### config.mk
export PLATFORM = sky130hd
export DESIGN_NAME = dma_bus_arbiter_flat
export DESIGN_NICKNAME = d
export VERILOG_FILES = /design/src/rtl/dma_bus_arbiter_if.sv /design/src/rtl/dma_bus_arbiter.sv /design/src/flat_wrapper.sv
export SDC_FILE = /design/constraint.sdc
export NUM_CORES = 1
export LEC_CHECK = 0
export BUFFER_PORTS_ARGS = -buffer_cell sky130_fd_sc_hd__buf_2
export CORE_UTILIZATION = 25
export DETAILED_ROUTE_END_ITERATION = 12
export PLACE_DENSITY_LB_ADDON = 0.3
export SETUP_SLACK_MARGIN = 0.02
export SLEW_MARGIN = 20
export SYNTH_ARGS = -nofsm -noshare
export SYNTH_HDL_FRONTEND = slang
export SYNTH_SLANG_ARGS = --single-unit
### constraint.sdc
create_clock -name clk -period 1.6 [get_ports clk]
set_input_delay 0.32 -clock clk [delete_from_list [all_inputs] [get_ports clk]]
set_output_delay 0.32 -clock clk [all_outputs]
set_load 0.05 [all_outputs]
### src/rtl/dma_bus_arbiter_if.sv
`default_nettype none
// ============================================================================
// Module   : dma_bus_arbiter_if
// Purpose  : DMA request/grant, interrupt and CPU d-memory status bundle
//            shared by dma_bus_arbiter and the agents around it.
// Revision : 1.0  initial release
// ============================================================================
interface dma_bus_arbiter_if #(
  parameter int N_CH      = 2,
  parameter int WORD_SIZE = 16
);
  logic [N_CH-1:0]        i_br;
  logic [N_CH-1:0]        o_bg;
  logic [N_CH-1:0]        i_dma_start_int;
  logic [N_CH-1:0]        i_dma_end_int;
  logic [N_CH-1:0]        o_cmd;
  logic [N_CH-1:0]        o_dma_done;
  logic                   i_d_readM;
  logic                   i_d_writeM;
  logic [4*WORD_SIZE-1:0] i_d_data;
  logic                   i_doneWrite_d;
  logic [2:0]             o_bus_owner;
  logic                   o_bus_busy;
  logic [N_CH-1:0]        o_hold_timeout;

  // Arbiter side
  modport slave (
    input  i_br, i_dma_start_int, i_dma_end_int,
    input  i_d_readM, i_d_writeM, i_d_data, i_doneWrite_d,
    output o_bg, o_cmd, o_dma_done, o_bus_owner, o_bus_busy, o_hold_timeout
  );

  // DMA channels / CPU side
  modport master (
    output i_br, i_dma_start_int, i_dma_end_int,
    output i_d_readM, i_d_writeM, i_d_data, i_doneWrite_d,
    input  o_bg, o_cmd, o_dma_done, o_bus_owner, o_bus_busy, o_hold_timeout
  );
endinterface
`default_nettype wire

### src/rtl/dma_bus_arbiter.sv
`default_nettype none
// ============================================================================
// Module   : dma_bus_arbiter
// Purpose  : Round-robin data-memory bus arbiter between the CPU and N_CH DMA
//            channels; optional grant watchdog under DMA_HOLD_WATCHDOG_EN.
// Revision : 1.0  initial release
// ============================================================================
`ifndef OPCODE_NOP
`define OPCODE_NOP 4'hF
`endif

module dma_bus_arbiter #(
  parameter int N_CH      = 2,
  parameter int WORD_SIZE = 16,
  parameter int MAX_HOLD  = 64
) (
  input  logic             clk,
  input  logic             reset,
  dma_bus_arbiter_if.slave bus
);

  typedef enum logic [1:0] {
    S_IDLE     = 2'd0,
    S_WAIT_MEM = 2'd1,
    S_GRANTED  = 2'd2,
    S_RELEASE  = 2'd3
  } state_t;

  state_t          r_state, w_state_nxt;
  logic [2:0]      r_win, w_win_nxt;
  logic [2:0]      r_rr_ptr, w_rr_nxt;
  logic [2:0]      r_owner, w_owner_nxt;
  logic [2:0]      w_winner, w_sel;
  logic [N_CH-1:0] r_bg, w_bg_nxt;
  logic [N_CH-1:0] w_elig, w_sel_onehot;
  logic [N_CH-1:0] r_cmd, r_done, r_end_q;
  logic            r_busy;
  logic            w_any, w_win_req, w_mem_busy;
  logic            w_unused_data;

  if ((N_CH < 1) || (N_CH > 8) || (MAX_HOLD < 2)) begin : g_bad_cfg
    $error("dma_bus_arbiter: unsupported parameter set");
  end

  // A read whose returned line still carries a NOP opcode has not completed yet
  assign w_mem_busy = (bus.i_d_readM && (bus.i_d_data[4*WORD_SIZE-1 -: 4] == `OPCODE_NOP))
                   || (bus.i_d_writeM && !bus.i_doneWrite_d);
  assign w_unused_data = ^bus.i_d_data[4*WORD_SIZE-5:0];

`ifdef DMA_HOLD_WATCHDOG_EN
  localparam int HOLD_W = ($clog2(MAX_HOLD) > 8) ? 16 : 8;

  logic [HOLD_W-1:0] r_hold_cnt;
  logic [N_CH-1:0]   r_mask, r_timeout, w_timeout_nxt;
  logic              w_hold_expired;

  assign w_elig         = bus.i_br & ~r_mask;
  assign w_hold_expired = (r_hold_cnt == HOLD_W'(MAX_HOLD - 1));
`else
  assign w_elig = bus.i_br;
`endif

  always_comb begin
    w_any    = 1'b0;
    w_winner = 3'd0;
    for (int k = 1; k <= N_CH; k++) begin
      for (int i = 0; i < N_CH; i++) begin
        if (!w_any && (i == (int'(r_rr_ptr) + k) % N_CH) && w_elig[i]) begin
          w_any    = 1'b1;
          w_winner = 3'(i);
        end
      end
    end
  end

  // Only IDLE picks a fresh winner; every other state works on the latched one
  assign w_sel = (r_state == S_IDLE) ? w_winner : r_win;

  always_comb begin
    w_sel_onehot = '0;
    w_win_req    = 1'b0;
    for (int i = 0; i < N_CH; i++) begin
      w_sel_onehot[i] = (3'(i) == w_sel);
      if (3'(i) == r_win) begin
        w_win_req = bus.i_br[i];
      end
    end
  end

  always_comb begin
    w_state_nxt = r_state;
    w_win_nxt   = r_win;
    w_rr_nxt    = r_rr_ptr;
    w_bg_nxt    = r_bg;
`ifdef DMA_HOLD_WATCHDOG_EN
    w_timeout_nxt = '0;
`endif
    case (r_state)
      S_IDLE: begin
        if (w_any) begin
          w_win_nxt = w_winner;
          if (!w_mem_busy) begin
            w_state_nxt = S_GRANTED;
            w_bg_nxt    = w_sel_onehot;
            w_rr_nxt    = w_winner;
          end else begin
            w_state_nxt = S_WAIT_MEM;
          end
        end
      end
      S_WAIT_MEM: begin
        if (!w_win_req) begin
          w_state_nxt = S_IDLE;
        end else if (!w_mem_busy) begin
          w_state_nxt = S_GRANTED;
          w_bg_nxt    = w_sel_onehot;
          w_rr_nxt    = r_win;
        end
      end
      S_GRANTED: begin
        if (!w_win_req) begin
          w_state_nxt = S_RELEASE;
          w_bg_nxt    = '0;
        end
`ifdef DMA_HOLD_WATCHDOG_EN
        else if (w_hold_expired) begin
          w_state_nxt   = S_RELEASE;
          w_bg_nxt      = '0;
          w_timeout_nxt = w_sel_onehot;
        end
`endif
      end
      S_RELEASE: begin
        w_state_nxt = S_IDLE;
        w_bg_nxt    = '0;
      end
      default: begin
        w_state_nxt = S_IDLE;
        w_bg_nxt    = '0;
      end
    endcase
    w_owner_nxt = (|w_bg_nxt) ? w_sel : 3'd0;
  end

  always_ff @(posedge clk) begin
    if (reset) begin
      r_state  <= S_IDLE;
      r_win    <= 3'd0;
      r_rr_ptr <= 3'(N_CH - 1);
      r_bg     <= '0;
      r_owner  <= 3'd0;
      r_busy   <= 1'b0;
      r_cmd    <= '0;
      r_done   <= '0;
      r_end_q  <= '0;
    end else begin
      r_state  <= w_state_nxt;
      r_win    <= w_win_nxt;
      r_rr_ptr <= w_rr_nxt;
      r_bg     <= w_bg_nxt;
      r_owner  <= w_owner_nxt;
      r_busy   <= |w_bg_nxt;
      r_cmd    <= bus.i_dma_start_int;
      r_done   <= bus.i_dma_end_int & ~r_end_q;
      r_end_q  <= bus.i_dma_end_int;
    end
  end

`ifdef DMA_HOLD_WATCHDOG_EN
  // A timed-out channel stays masked until it lowers its request
  always_ff @(posedge clk) begin
    if (reset) begin
      r_hold_cnt <= '0;
      r_mask     <= '0;
      r_timeout  <= '0;
    end else begin
      r_timeout  <= w_timeout_nxt;
      r_mask     <= (r_mask & bus.i_br) | w_timeout_nxt;
      r_hold_cnt <= (r_state == S_GRANTED) ? r_hold_cnt + 1'b1 : '0;
    end
  end

  assign bus.o_hold_timeout = r_timeout;
`else
  assign bus.o_hold_timeout = '0;
`endif

  assign bus.o_bg        = r_bg;
  assign bus.o_cmd       = r_cmd;
  assign bus.o_dma_done  = r_done;
  assign bus.o_bus_owner = r_owner;
  assign bus.o_bus_busy  = r_busy;

endmodule
`default_nettype wire

### src/flat_wrapper.sv
// flat-port wrapper written by rule: the top's interface ports become plain ports
module dma_bus_arbiter_flat 
#(
  parameter int N_CH      = 2,
  parameter int WORD_SIZE = 16,
  parameter int MAX_HOLD  = 64
)
  (clk, reset, bus_i_br, bus_i_dma_start_int, bus_i_dma_end_int, bus_i_d_readM, bus_i_d_writeM, bus_i_d_data, bus_i_doneWrite_d, bus_o_bg, bus_o_cmd, bus_o_dma_done, bus_o_bus_owner, bus_o_bus_busy, bus_o_hold_timeout);
  dma_bus_arbiter_if #(.N_CH(N_CH), .WORD_SIZE(WORD_SIZE)) bus_i ();
  input  logic clk;
  input  logic reset;
  input wire logic [$bits(bus_i.i_br)-1:0] bus_i_br;
  input wire logic [$bits(bus_i.i_dma_start_int)-1:0] bus_i_dma_start_int;
  input wire logic [$bits(bus_i.i_dma_end_int)-1:0] bus_i_dma_end_int;
  input wire logic [$bits(bus_i.i_d_readM)-1:0] bus_i_d_readM;
  input wire logic [$bits(bus_i.i_d_writeM)-1:0] bus_i_d_writeM;
  input wire logic [$bits(bus_i.i_d_data)-1:0] bus_i_d_data;
  input wire logic [$bits(bus_i.i_doneWrite_d)-1:0] bus_i_doneWrite_d;
  output wire logic [$bits(bus_i.o_bg)-1:0] bus_o_bg;
  output wire logic [$bits(bus_i.o_cmd)-1:0] bus_o_cmd;
  output wire logic [$bits(bus_i.o_dma_done)-1:0] bus_o_dma_done;
  output wire logic [$bits(bus_i.o_bus_owner)-1:0] bus_o_bus_owner;
  output wire logic [$bits(bus_i.o_bus_busy)-1:0] bus_o_bus_busy;
  output wire logic [$bits(bus_i.o_hold_timeout)-1:0] bus_o_hold_timeout;
  assign bus_i.i_br = bus_i_br;
  assign bus_i.i_dma_start_int = bus_i_dma_start_int;
  assign bus_i.i_dma_end_int = bus_i_dma_end_int;
  assign bus_i.i_d_readM = bus_i_d_readM;
  assign bus_i.i_d_writeM = bus_i_d_writeM;
  assign bus_i.i_d_data = bus_i_d_data;
  assign bus_i.i_doneWrite_d = bus_i_doneWrite_d;
  assign bus_o_bg = bus_i.o_bg;
  assign bus_o_cmd = bus_i.o_cmd;
  assign bus_o_dma_done = bus_i.o_dma_done;
  assign bus_o_bus_owner = bus_i.o_bus_owner;
  assign bus_o_bus_busy = bus_i.o_bus_busy;
  assign bus_o_hold_timeout = bus_i.o_hold_timeout;
  dma_bus_arbiter #(.N_CH(N_CH), .WORD_SIZE(WORD_SIZE), .MAX_HOLD(MAX_HOLD)) u_core (.clk(clk), .reset(reset), .bus(bus_i));
endmodule
* Word-level counts from Yosys, hierarchy flattened *
Index checks and enable logic that the tools add are counted.

storage, ports and cells
  flip-flop bits (word level) = 16
  output and inout port bits = 12

operators by class
  $add $sub $neg = 2
  equality and inequality tests = 14
  multiplexer cells = 26
  bitwise gates (word level) = 5
  reductions and logical operators = 25

operators with widths
  cell                                                  count
  logical NOT 32 bit                                    2
  2-to-1 mux 2 bit                                      9
  case mux 2 bit (4 select lines)                       2
  2-to-1 mux 1 bit                                      14
  logical AND 1 bit                                     9
  logical NOT 3 bit                                     2
  != test 2 bit (second input constant)                 3
  AND reduction 5 bit                                   1
  equality test 2 bit (first input constant)            2
  equality test 2 bit (second input constant)           2
  equality test 4 bit (second input constant)           1
  logical NOT 1 bit                                     4
  != test 2 x 1 -> 1 bit (second input constant)        2
  OR reduction 2 bit                                    2
  equality test 1 x 3 -> 1 bit (first input constant)   1
  != test 3 bit (second input constant)                 1
  AND reduction 3 bit                                   1
  adder 1 bit (second input constant)                   2
  bitwise AND 1 bit (first input constant)              2
  bitwise AND 2 bit                                     1
  equality test 2 x 1 -> 1 bit (second input constant)  1
  logical NOT 2 bit                                     1
  inverter 2 bit                                        1
  case mux 1 bit (2 select lines)                       1
  5 further kinds                                       5

* Logic depth before layout (Yosys ltp) *
  depth after elaboration = 25
  gate-level depth with buffers = 5
  gate-level depth less buffers = 4

* Worst setup path after synthesis *
OpenSTA, ideal clock, no wires.

  kind = reg-to-reg
  start point = reg u_core.r_win[0]
  end point = reg u_core.r_state[0]
  arrival time = 1304 ps
  setup slack = 192 ps
  cell stages (with the launch flop) = 4
  path buffers = 0
  clock period less this slack = 1408 ps
  path through = dfxtp_1 -> mux2i_2 -> mux2_2 -> a2111oi_2

between the ends
  longest elaborated chain between the ends = 5
  elaborated cells on any way between the ends = 9
  those cells by class = 3 x eq/ne; 4 x mux; 2 x reduce/logical

RTL lines
  element                                                                        RTL line                text
  start: declaration                                                             dma_bus_arbiter.sv:30   logic [2:0] r_win, w_win_nxt;
  start signal: assignment                                                       dma_bus_arbiter.sv:158  r_win <= w_win_nxt;
  logical NOT 3 bit                                                              dma_bus_arbiter.sv:84   if (3'(i) == r_win) begin
  2-to-1 mux 1 bit                                                               dma_bus_arbiter.sv:84
  2-to-1 mux 1 bit (*)                                                           dma_bus_arbiter.sv:84
  2-to-1 mux 2 bit (tied with other cells)                                       dma_bus_arbiter.sv:112  if (!w_win_req) begin
  case mux 2 bit (4 select lines) / AND reduction 3 bit (equally long branches)  --
  end signal: assignment                                                         dma_bus_arbiter.sv:157  r_state <= w_state_nxt;
  end: declaration                                                               dma_bus_arbiter.sv:29   state_t r_state, w_state_nxt;

Every way passes the cells marked *; elsewhere a longest branch is shown, timed or not.
A chain may end at the register's enable or synchronous reset.

* Final worst setup path *
  start point = reg u_core.r_state[0]
  end point = reg u_core.r_bg[1], in the netlist u_core.bus.o_bg[1]

between the ends
  longest elaborated chain between the ends = 6
  elaborated cells on any way between the ends = 10
  those cells by class = 4 x eq/ne; 5 x mux; 1 x reduce/logical

RTL lines
  element                                     RTL line                                        text
  logical NOT 2 bit                           dma_bus_arbiter.sv:77, dma_bus_arbiter.sv:98
  2-to-1 mux 1 bit                            dma_bus_arbiter.sv:77                           assign w_sel = (r_state == S_IDLE) ? w_winner : r_win;
  equality test 1 x 3 -> 1 bit                dma_bus_arbiter.sv:83                           w_sel_onehot[i] = (3'(i) == w_sel);
  2-to-1 mux 2 bit                            dma_bus_arbiter.sv:102, dma_bus_arbiter.sv:114
  2-to-1 mux 2 bit, on equally long branches  dma_bus_arbiter.sv:112, dma_bus_arbiter.sv:100
  case mux 2 bit (4 select lines) (*)         dma_bus_arbiter.sv:98                           case (r_state)
  end signal: assignment                      dma_bus_arbiter.sv:160                          r_bg <= w_bg_nxt;
  end: declaration                            dma_bus_arbiter.sv:34                           logic [N_CH-1:0] r_bg, w_bg_nxt;

Marked as above.

==> results summary <==
The time the worst path needs with I/O delays and setup came out at 1.48 ns. The required arrival time at the worst endpoint came out at 1.77 ns. The share of the synthesized netlist area taken by xor and xnor gates is 0. The main combinational cell family by area after synthesis is simple AND/OR/NAND/NOR gates. Dividing the detail-routed via count by the number of cells gives 4.57.

TritonCTS built the clock tree. The total power density per cell area is 1100 nW/µm². The area fraction of the dominant cell type after synthesis came out at 0.449. The reg-to-reg critical path startpoint is u_core.r_state[0]. In this run the cell area of the synthesized design comes to 624 µm². The origin of the worst min-delay path is bus_i_dma_start_int[1]. The repair_antennas step left the layout with diodes totalling 0.

The initial utilization of the core area, before any placement, comes to 0.274. STA classifies the critical path endpoint as a flop. The pin count of the biggest net entering global routing came out at 14. The number of global-route vias before repair is 461. The clock net in this run drives a total of 14 sinks. The final-layout fill cell count is 250. The clock-pin slew on the worst setup and hold paths is 0.09 ns.

The insertion delay of the later-clocked pin in the worst-skew pair came out at 0.28 ns. The area growth from synthesis to final layout came out at 29.9%. Of the total synthesized cell area, the portion taken by full adders, half adders and majority gates is 0. The smallest setup slack after layout came out at 0.122 ns.

Setup repair after global routing left no endpoint under its margin. The number of placed cells counting well taps is 114. The number of remaining DRC errors is 0.

After global routing the overflow that remains totals 0. The initial antenna violation count came to 0. The overall die area came out at 2700 µm². The flow ran to the end, and the final reports show no timing, DRC or antenna violations. Detailed placement ended at an HPWL of 923 µm. The number of iterations in the first detailed-routing pass came out at 4. The clock tree skew after final layout is 0.00145 ns. The number of distinct standard cells referenced by the synthesized netlist came out at 30. The critical path in this run is classified as flop to flop. The hold violation total from the final report is 0. The fraction of the cycle the final worst path needs came out at 0.924. The filler-free cell count of the finished design is 118. In this run the clock root is driven by a clkbuf_4. Registers take 282 µm². The post-synthesis compound-gate area fraction came out at 0.172. The portion of netlist area occupied by mux cells came out at 0.0902.

The cell area after placement is 764 µm². The number of top-level design ports came out at 87. Routability-driven placement finished with a final weighted congestion of 0.722.

The warning count from the yosys run came out at 0. The number of synthesized flops with an enable pin came out at 0. The largest total area in the synthesized netlist belongs to dfxtp_1. The worst hold-check path type is input pin to flop. Of the synthesized area, sequential elements account for 0.449. The reported leakage power came out at 0.367 nW. STA classifies the critical path startpoint as a flop. The worst-case hold slack came out at 0.243 ns. The largest stage delay on the critical path came out at 0.49 ns. The pre-CTS setup slack came out at 0.0616 ns. The max capacitance violation total came out at 0. The synthesis-stage register bit count is 14.

The number of nets with antenna violations after detailed routing is 0. The mean routed wirelength per cell is 10.4 µm. In the global route stage, overall resource usage came out at 0.105. Synthesis produced a netlist whose cell count is 64.

The final layout contains 166 nets. The simple-gate share of the synthesized area came out at 0.220. The total negative slack came out at 0 ns. The detailed-route via count is 539.

The startpoint of the most critical setup path is u_core.r_state[0]. The worst ir drop on vdd came out at 0.447 mV. The floorplan step defined a core boundary enclosing 2280 µm². The total CTS buffers came out at 3. The number of H-tree levels is 1. The first global-routing pass estimated 2010 µm of wire. The cell area after layout is 811 µm². The die span in y is 52.0 µm. In the final layout, the multi-input gates occupy 325 µm². The floorplan die width is 52.0 µm. Static timing analysis puts the maximum clock frequency at 676 MHz.

The number of input and output port buffers inserted came out at 22. The routed wire length is 1230 µm. The count of pins over their slew limit came out at 0. For this run, the leading register cell type out of synthesis is dfxtp_1. The buffer levels on the longest clock path is 2. The average cell area after synthesis is 9.76 µm². The count of final setup violators is 0. The slowest stage of the critical path belongs to the cell dfxtp_1.

Traced cell by cell, the critical path runs through mux2_2 > and4_1 > a311o_1. The detailed router's first-iteration violation count is 11. The async set-or-reset flop fraction in the synthesized netlist came out at 0. The arrival time reported for the critical path endpoint is 1.65 ns.

In this run the worst path has a maximum fanout of 9. Row generation in the floorplan step produced 17 rows. By area the synthesized netlist is led by dfxtp_1 45%, nor2b_1 7.0%, buf_4 4.8%, mux2_2 3.6%, mux2i_1 3.2%. In the final layout, the share of cells above drive strength 1 is 0.422.
path summary, 6_finish.rpt:
path,endpoint,slack [ns],cells after the start
max,u_core.bus.o_bg[1],0.12,3
min,u_core.bus.o_cmd[1],0.24,2
max reg2reg,u_core.bus.o_bg[1],0.12,3
min reg2reg,u_core.bus.o_dma_done[0],0.39,1
final cells by class:
class,instances,share of cell area
Clock buffer,4,0.0448
Multi-Input combinational cell,47,0.401
Sequential cell,14,0.347
Tap cell,28,0.0432
Timing Repair Buffer,25,0.164
synthesized netlist by cell type, types with 2 or more instances:
cell,instances
mux2_2,2
nor2b_1,7
mux2i_1,2
o21ai_0,2
nand2b_1,2
nand2_1,4
nor2_1,5
a21oi_1,2
dfxtp_1,14
buf_4,4
per-layer routing:
metal / vias to the layer above / wire [µm] / track usage
met4: 0 / 19 / 0.0541
met1: 241 / 552 / 0.126
li1: 270 / - / -
met2: 24 / 562 / 0.162
met5: - / 0 / 0
met3: 4 / 98 / 0.0351
registers in the layout, summed over array words and instances (netlist names):
signal                  flops
u_core.bus.o_bg             2
u_core.bus.o_cmd            2
u_core.bus.o_dma_done       2
u_core.r_end_q              2
u_core.r_state              2
u_core.bus.o_bus_busy       1
u_core.bus.o_bus_owner      1
u_core.r_rr_ptr             1
u_core.r_win                1
placed cells by master, fill, tap and decap left out, drive strengths merged:
cell and n:
buf 25, dfxtp 14, nor2b 7, nor2 5
nand2 4, conb 4, clkbuf 4, mux2i 3
a21oi 3, nand2b 2, o21ai 2, mux2 2
a21boi 1, nand3b 1, and3 1, a311oi 1
a211o 1, o21a 1, or2 1, a22oi 1
nor3b 1, a31oi 1, a2111oi 1, nor3 1
and4 1, nor4 1, a311o 1
stage by stage:
step	total power, mW	util
4_1_cts	0.898	0.356
5_1_grt	0.929	0.356
6_report	0.888	0.356
3_3_place_gp	0.630	0.336
2_1_floorplan	0.584	-
3_5_place_dp	0.636	0.336
where the power goes:
part           internal (mW)  leakage [nW]  switching [mW]
clock                  0.138        0.0210           0.117
sequential             0.380         0.116          0.0250
combinational         0.0823         0.230           0.146
total                  0.600         0.367           0.288
logic make-up after synthesis:
logic type | count (synthesis)
DFF | 14
other | 1
and+or+nand+nor | 25
buffers and inverters | 6
muxes | 5
AOI/OAI and AO/OA | 13
timing repair:
action                     in CTS  in global routing
hold buffers                    0                  0
setup endpoints to repair       1                  1
gates resized for setup         1                  1
pin swaps                       0                  0
setup buffers                   0                  0
critical path, delay by kind of cell, from the launching register on:
family	cells	cell delay, ns
simple gates	1	0.20
compound gates	1	0.30
mux	1	0.38
flops	1	0.49
No activity file was read; power rests on OpenSTA's default activity.
